## config.mk

```make
export PLATFORM = sky130hd
export DESIGN_NAME = cpu_bus_responder
export DESIGN_NICKNAME = d
export VERILOG_FILES = /design/src/rtl/cpu_bus_responder.sv
export SDC_FILE = /design/constraint.sdc
export NUM_CORES = 1
export LEC_CHECK = 0
export CAP_MARGIN = 20
export CORE_ASPECT_RATIO = 1.75
export CORE_UTILIZATION = 31
export CTS_CLUSTER_SIZE = 30
export DETAILED_ROUTE_END_ITERATION = 8
export PLACE_DENSITY_LB_ADDON = 0.05
export SLEW_MARGIN = 10
export SYNTH_ARGS = -nofsm -noshare
export SYNTH_HDL_FRONTEND = slang
export SYNTH_SLANG_ARGS = --single-unit
```

## constraint.sdc

```tcl
create_clock -name clk -period 1.7 [get_ports clk]
set_input_delay 0.425 -clock clk [delete_from_list [all_inputs] [get_ports clk]]
set_output_delay 0.425 -clock clk [all_outputs]
set_load 0.01 [all_outputs]
```

## src/rtl/cpu_bus_responder.sv

```systemverilog
// ============================================================================
//  Module   : cpu_bus_responder
//  Purpose  : Bus-side responder for the 6502 core. Samples each CPU bus
//             cycle, forwards it to the PSRAM controller through its
//             CE/busy handshake, stalls the CPU via RDY until the access
//             completes, and captures writes to the VIC border-colour
//             register for the video path.
//  Options  : BOOT_VECTOR_EN - when defined, reads of 16'hFFFC/16'hFFFD are
//             answered locally from BOOT_VECTOR without touching memory.
//  Revision : 1.0 - initial release
// ============================================================================
`default_nettype none

module cpu_bus_responder #(
  parameter int unsigned TIMEOUT     = 64,
  parameter logic [15:0] BORDER_ADDR = 16'hD020
`ifdef BOOT_VECTOR_EN
  // The local reset vector only exists when the local decode is built.
  , parameter logic [15:0] BOOT_VECTOR = 16'hC000
`endif
) (
  input  logic        clk,
  input  logic        reset,
  // CPU side
  input  logic [15:0] cpu_ab,
  input  logic [7:0]  cpu_do,
  input  logic        cpu_we,
  output logic [7:0]  cpu_di,
  output logic        cpu_rdy,
  // Memory controller side
  output logic        mem_ce,
  output logic        mem_write,
  output logic [15:0] mem_addr,
  output logic [3:0]  mem_nbytes,
  output logic [7:0]  mem_wdata,
  input  logic        mem_busy,
  input  logic [7:0]  mem_rdata,
  // Side outputs
  output logic [3:0]  border_color,
  output logic        bus_err
);

  // --------------------------------------------------------------------------
  // State encoding
  // --------------------------------------------------------------------------
  localparam logic [1:0] ST_IDLE  = 2'd0;
  localparam logic [1:0] ST_ISSUE = 2'd1;
  localparam logic [1:0] ST_WAIT  = 2'd2;
  localparam logic [1:0] ST_DONE  = 2'd3;

  // The counter only has to reach TIMEOUT-1: the WAIT cycle that sees that
  // value is the TIMEOUT-th one and is the last before the access is dropped.
  localparam int unsigned       CNT_W    = $clog2(TIMEOUT);
  localparam logic [CNT_W-1:0] CNT_LAST = CNT_W'(TIMEOUT - 1);
  localparam logic [CNT_W-1:0] CNT_ONE  = CNT_W'(1);

  // --------------------------------------------------------------------------
  // Registers
  // --------------------------------------------------------------------------
  logic [1:0]       state_q,  state_d;
  logic [15:0]      addr_q,   addr_d;
  logic             write_q,  write_d;
  logic [7:0]       wdata_q,  wdata_d;
  logic [CNT_W-1:0] cnt_q,    cnt_d;
  logic             seen_q,   seen_d;
  logic [7:0]       di_q,     di_d;
  logic [3:0]       border_q, border_d;
  logic             err_q,    err_d;

  logic             complete;
  logic             expired;
  logic             border_hit;

`ifdef BOOT_VECTOR_EN
  logic             boot_hit;

  // Only reads of the reset vector pair are served locally; writes go out.
  always_comb begin
    boot_hit = !cpu_we && ((cpu_ab == 16'hFFFC) || (cpu_ab == 16'hFFFD));
  end
`endif

  // Handshake status and border decode for the access held in the registers.
  always_comb begin
    complete   = seen_q && !mem_busy;
    expired    = (cnt_q == CNT_LAST);
    border_hit = write_q && (addr_q == BORDER_ADDR);
  end

  // Next-state logic: sample, strobe, wait for busy to fall (or give up), ack.
  always_comb begin
    state_d  = state_q;
    addr_d   = addr_q;
    write_d  = write_q;
    wdata_d  = wdata_q;
    cnt_d    = cnt_q;
    seen_d   = seen_q;
    di_d     = di_q;
    border_d = border_q;
    err_d    = err_q;

    case (state_q)
      ST_IDLE: begin
        addr_d  = cpu_ab;
        write_d = cpu_we;
        wdata_d = cpu_do;
        state_d = ST_ISSUE;
`ifdef BOOT_VECTOR_EN
        if (boot_hit) begin
          di_d    = cpu_ab[0] ? BOOT_VECTOR[15:8] : BOOT_VECTOR[7:0];
          state_d = ST_DONE;
        end
`endif
      end

      ST_ISSUE: begin
        // A busy left high by the previous access already counts as seen,
        // so the handshake does not need a second strobe to make progress.
        cnt_d   = '0;
        seen_d  = mem_busy;
        state_d = ST_WAIT;
      end

      ST_WAIT: begin
        cnt_d  = cnt_q + CNT_ONE;
        seen_d = seen_q | mem_busy;
        if (complete) begin
          // Completion takes priority over a timeout on the same edge.
          if (!write_q) begin
            di_d = mem_rdata;
          end
          if (border_hit) begin
            border_d = wdata_q[3:0];
          end
          state_d = ST_DONE;
        end else if (expired) begin
          // Abandoned access: flag it, return a recognisable filler byte to
          // a read, and still honour a border write (no retry is attempted).
          err_d = 1'b1;
          if (!write_q) begin
            di_d = 8'hFF;
          end
          if (border_hit) begin
            border_d = wdata_q[3:0];
          end
          state_d = ST_DONE;
        end
      end

      ST_DONE: begin
        state_d = ST_IDLE;
      end

      default: begin
        state_d = ST_IDLE;
      end
    endcase
  end

  // State and datapath registers; reset aborts any access in flight.
  always_ff @(posedge clk or posedge reset) begin
    if (reset) begin
      state_q  <= ST_IDLE;
      addr_q   <= 16'h0000;
      write_q  <= 1'b0;
      wdata_q  <= 8'h00;
      cnt_q    <= '0;
      seen_q   <= 1'b0;
      di_q     <= 8'h00;
      border_q <= 4'h0;
      err_q    <= 1'b0;
    end else begin
      state_q  <= state_d;
      addr_q   <= addr_d;
      write_q  <= write_d;
      wdata_q  <= wdata_d;
      cnt_q    <= cnt_d;
      seen_q   <= seen_d;
      di_q     <= di_d;
      border_q <= border_d;
      err_q    <= err_d;
    end
  end

  // Output mapping: strobe and ready are pure state decodes, so each lasts
  // exactly one cycle and both drop immediately when reset is asserted.
  always_comb begin
    mem_ce       = (state_q == ST_ISSUE);
    cpu_rdy      = (state_q == ST_DONE);
    mem_write    = write_q;
    mem_addr     = addr_q;
    mem_wdata    = wdata_q;
    mem_nbytes   = 4'd1;
    cpu_di       = di_q;
    border_color = border_q;
    bus_err      = err_q;
  end

endmodule

`default_nettype wire

```

==> results <==
- The flow ran to the end, but the final reports show violations.
- The final reports fail on negative setup slack.
- The core region is 6230 sq um.
- Setup violations remaining at the end of the flow were counted as 1.
- The type of origin of the critical path is an input pin.
- VDD sags by at most 0.755 mV.
- The sequential fraction of the synthesis area is 58.6%.
- The total negative slack for setup checks is -0.00548 ns.
- The CTS tree is built.
- The number of enable flip-flop cells after synthesis is 0.
- The synthesized design contains 47 register bits.
- The met2 track demand over resource is 27.5%.
- The number of buffers and inverters on the critical path is 2.
- The number of vias per cell is 4.68.
- The most used flip-flop cell after synthesis is dfrtp_1.
- The final standard cell area without fillers is 3110 sq um.
- Summed over all layers, the global routing overflow is 0.
- After detailed routing, the number of remaining DRC violations is 0.
- The count of antenna diodes in the layout is 0.
- The number of global-route vias before repair is 1666.
- The number of nets in the layout is 281.
- The largest buffer count on any clock path is 2.
- The average instance area after synthesis is 13.5 sq um.
- At the worst endpoint, the arrival time is 1.89 ns.
- Yosys attributes the largest share of cell area to dfrtp_1, mux2_2, o22a_1.
- The worst clock skew is 0.00698 ns.
- The async set or reset register ratio after synthesis is 100%.
- The number of instances in the synthesized netlist is 149.
- The routed length per placed instance is 15.4 microns.
- The placed instances occupy a cell area of 2900 sq um.
- The global-route usage over all layers is 15.4%.
- The total length of routed wires is 4.93 mm.
- The post-synthesis instance area is 2010 sq um.
- The max-slew violation count was 0.
- The capturing element type of the critical path is a flip-flop.
- Compared with the post-synthesis result, the final layout area differs by 55.0%.
- The clock buffer count from CTS is 5.
- For this block, the initial DRC count from the detailed router was 20.
- The required time of the critical path is 1.89 ns.
- The final number of hold-violating endpoints is 0.
- The most numerous cell in the Yosys netlist is dfrtp_1.
- Hold timing on the final database bottoms out at a slack of 0.312 ns.
- Yosys printed 0 warnings.
- The total power draw is 5.26 mW.
- The global-route track usage on met3 is 4.54%.
- The fraction of met1 tracks used by global routing is 15.7%.
- The total power per unit cell area is 1690 nW/um^2.
- Of all nets on the critical path, the largest fanout is 4.
- The class of the most critical hold timing path is in -> async.
- The first global-routing pass estimated 7.91 mm of wire.
- In this run the clock root is driven by a clkbuf_8.
- The largest incremental delay on the critical path is 0.49 ns.
- The largest delay contributor family on the critical path is buffers and inverters.
- The achievable clock frequency is 0.586 GHz.
- The number of hold buffers added after CTS is 0.
- The critical path goes through clkdlybuf4s50_1 > and2b_2 > a21oi_4 > nor4_4 > buf_4 > mux2_4.
- The critical path is of the in -> reg type.
- After legalization and detailed placement, the total HPWL measured 3.69 mm.
- In this run the count of I/O pins placed on the die edge is 80.
- The routed design could run at a clock period as short as 1.71 ns.
- Among all stages on the critical path, the largest delay is contributed by clkdlybuf4s50_1.
- The share of the clock period used by the worst path after layout is 100%.
- The clock transition at the registers of the reported paths is 0.08 ns.
- The die covers 6810 sq um.
- The routability-driven placement congestion ratio is 0.721.
- Across the run, the number of max-cap violations was 0.
- From left edge to right edge, the die measures 62.8 microns.
- The floorplan has 38 rows.
- The top cell type by area accounts for 58.6% of the synthesized area.
- After synthesis, the netlist uses 33 different library cells.
- The clock sink total is 47.
- The leakage power figure is 1.43 nW.
- The latest clock arrival within the worst-skew pair is 0.30 ns.
- The most used routing layer in global routing is met2.
- The initial antenna violation count was 0.
- In the final layout, the share of cells above drive strength 1 is 28.2%.
- The pin count of the biggest net entering global routing is 45.
- The final worst slack is -0.00548 ns.
- The detailed-route via count is 1502.
- Port buffering added 75 buffers.
- The effective utilization at floorplan is 32.2%.
- By count the netlist is led by dfrtp_1, mux2_2, o22a_1.
- Setup repair after global routing could not meet its margin everywhere.
- The H-tree depth is 2.
- The detail route stage leaves a number of antenna-violating nets equal to 0.
- The library cell occupying the most area in the post-synthesis netlist is dfrtp_1.
- For this run, the detailed router's first-pass iteration total came to 4.
- The die is 108 microns tall.
## sequential cells by signal, summed over array words and instances, names as in the netlist
name	cells
border_color	4
bus_err	1
cnt_q	6
cpu_di	8
mem_addr	16
mem_wdata	8
mem_write	1
seen_q	1
state_q	2
## final cells by class
| class | instances | area, sq um |
|---|---|---|
| Tap cell | 80 | 100 |
| Multi-Input combinational cell | 88 | 821 |
| Inverter | 7 | 26.3 |
| Fill cell | 592 | 3120 |
| Timing Repair Buffer | 91 | 907 |
| Clock inverter | 1 | 5.00 |
| Clock buffer | 7 | 76.3 |
| Sequential cell | 47 | 1180 |
## stage by stage
stage	cells	setup WS (ns)	util, %
CTS	320	-0.0150	48.6
finish	321	-0.00548	50.0
detailed placement	307	-0.273	46.6
global placement	307	-0.190	46.6
floorplan	151	0.0832	-
global route	321	-0.0541	50.0
## cell usage in the layout (no fill, tap or decap), drive strengths merged, types with 4 or more instances in the layout
cell / count
ha: 5
inv: 7
o21ai: 7
nor2: 4
clkbuf: 9
dfrtp: 47
clkdlybuf4s50: 58
mux2: 30
buf: 16
nand2: 6
dlymetal6s2s: 14
conb: 4
o22a: 8
## per-layer routing
layer | routed length [microns] | part of all wire [%]
met2 | 2790 | 57
met3 | 258 | 5.2
met4 | 162 | 3.3
met5 | 0 | 0
met1 | 1720 | 35
## cell families (layout without fill, tap and decap cells)
| group | count (synthesis) | after routing | synth area share, % |
|---|---|---|---|
| buf+inv | 16 | 106 | 3.80 |
| flops | 47 | 47 | 58.6 |
| xor+xnor | 1 | 1 | 0.436 |
| mux | 31 | 31 | 17.3 |
| fa+ha+maj | 5 | 5 | 3.12 |
| other cells | 2 | 4 | 0.374 |
| simple gates | 28 | 28 | 9.29 |
| compound gates | 19 | 19 | 7.05 |
## worst register-to-register path, cell delays in order (launching register included)
cell      delay, ns
dfrtp_1        0.40
inv_2          0.09
ha_4           0.13
nand4b_1       0.15
nor4_4         0.27
buf_4          0.17
mux2_2         0.33
## report_power, final
| group | total (mW) | internal, mW | switching, mW |
|---|---|---|---|
| Clock | 0.646 | 0.289 | 0.357 |
| Combinational | 2.66 | 1.59 | 1.07 |
| Sequential | 1.96 | 1.60 | 0.361 |
| Total | 5.26 | 3.47 | 1.78 |
## worst paths after layout
kind                                   end       start  depth (start not counted)  slack (ns)
max in group asynchronous      mem_addr[8]       reset                          3        0.96
min in group clk                   bus_err     bus_err                          1        0.48
min                           mem_wdata[6]       reset                          2        0.31
max reg2reg                border_color[2]  state_q[0]                          6        0.05
max                        border_color[1]    mem_busy                          6      -0.005
min reg2reg                        bus_err     bus_err                          1        0.48
## repair_timing
item | CTS | global route
buffers inserted | 5 | 1
pin swaps | 2 | 3
gates resized for setup | 7 | 25
setup endpoints to repair | 14 | 29
No activity file was read; power rests on OpenSTA's default activity.
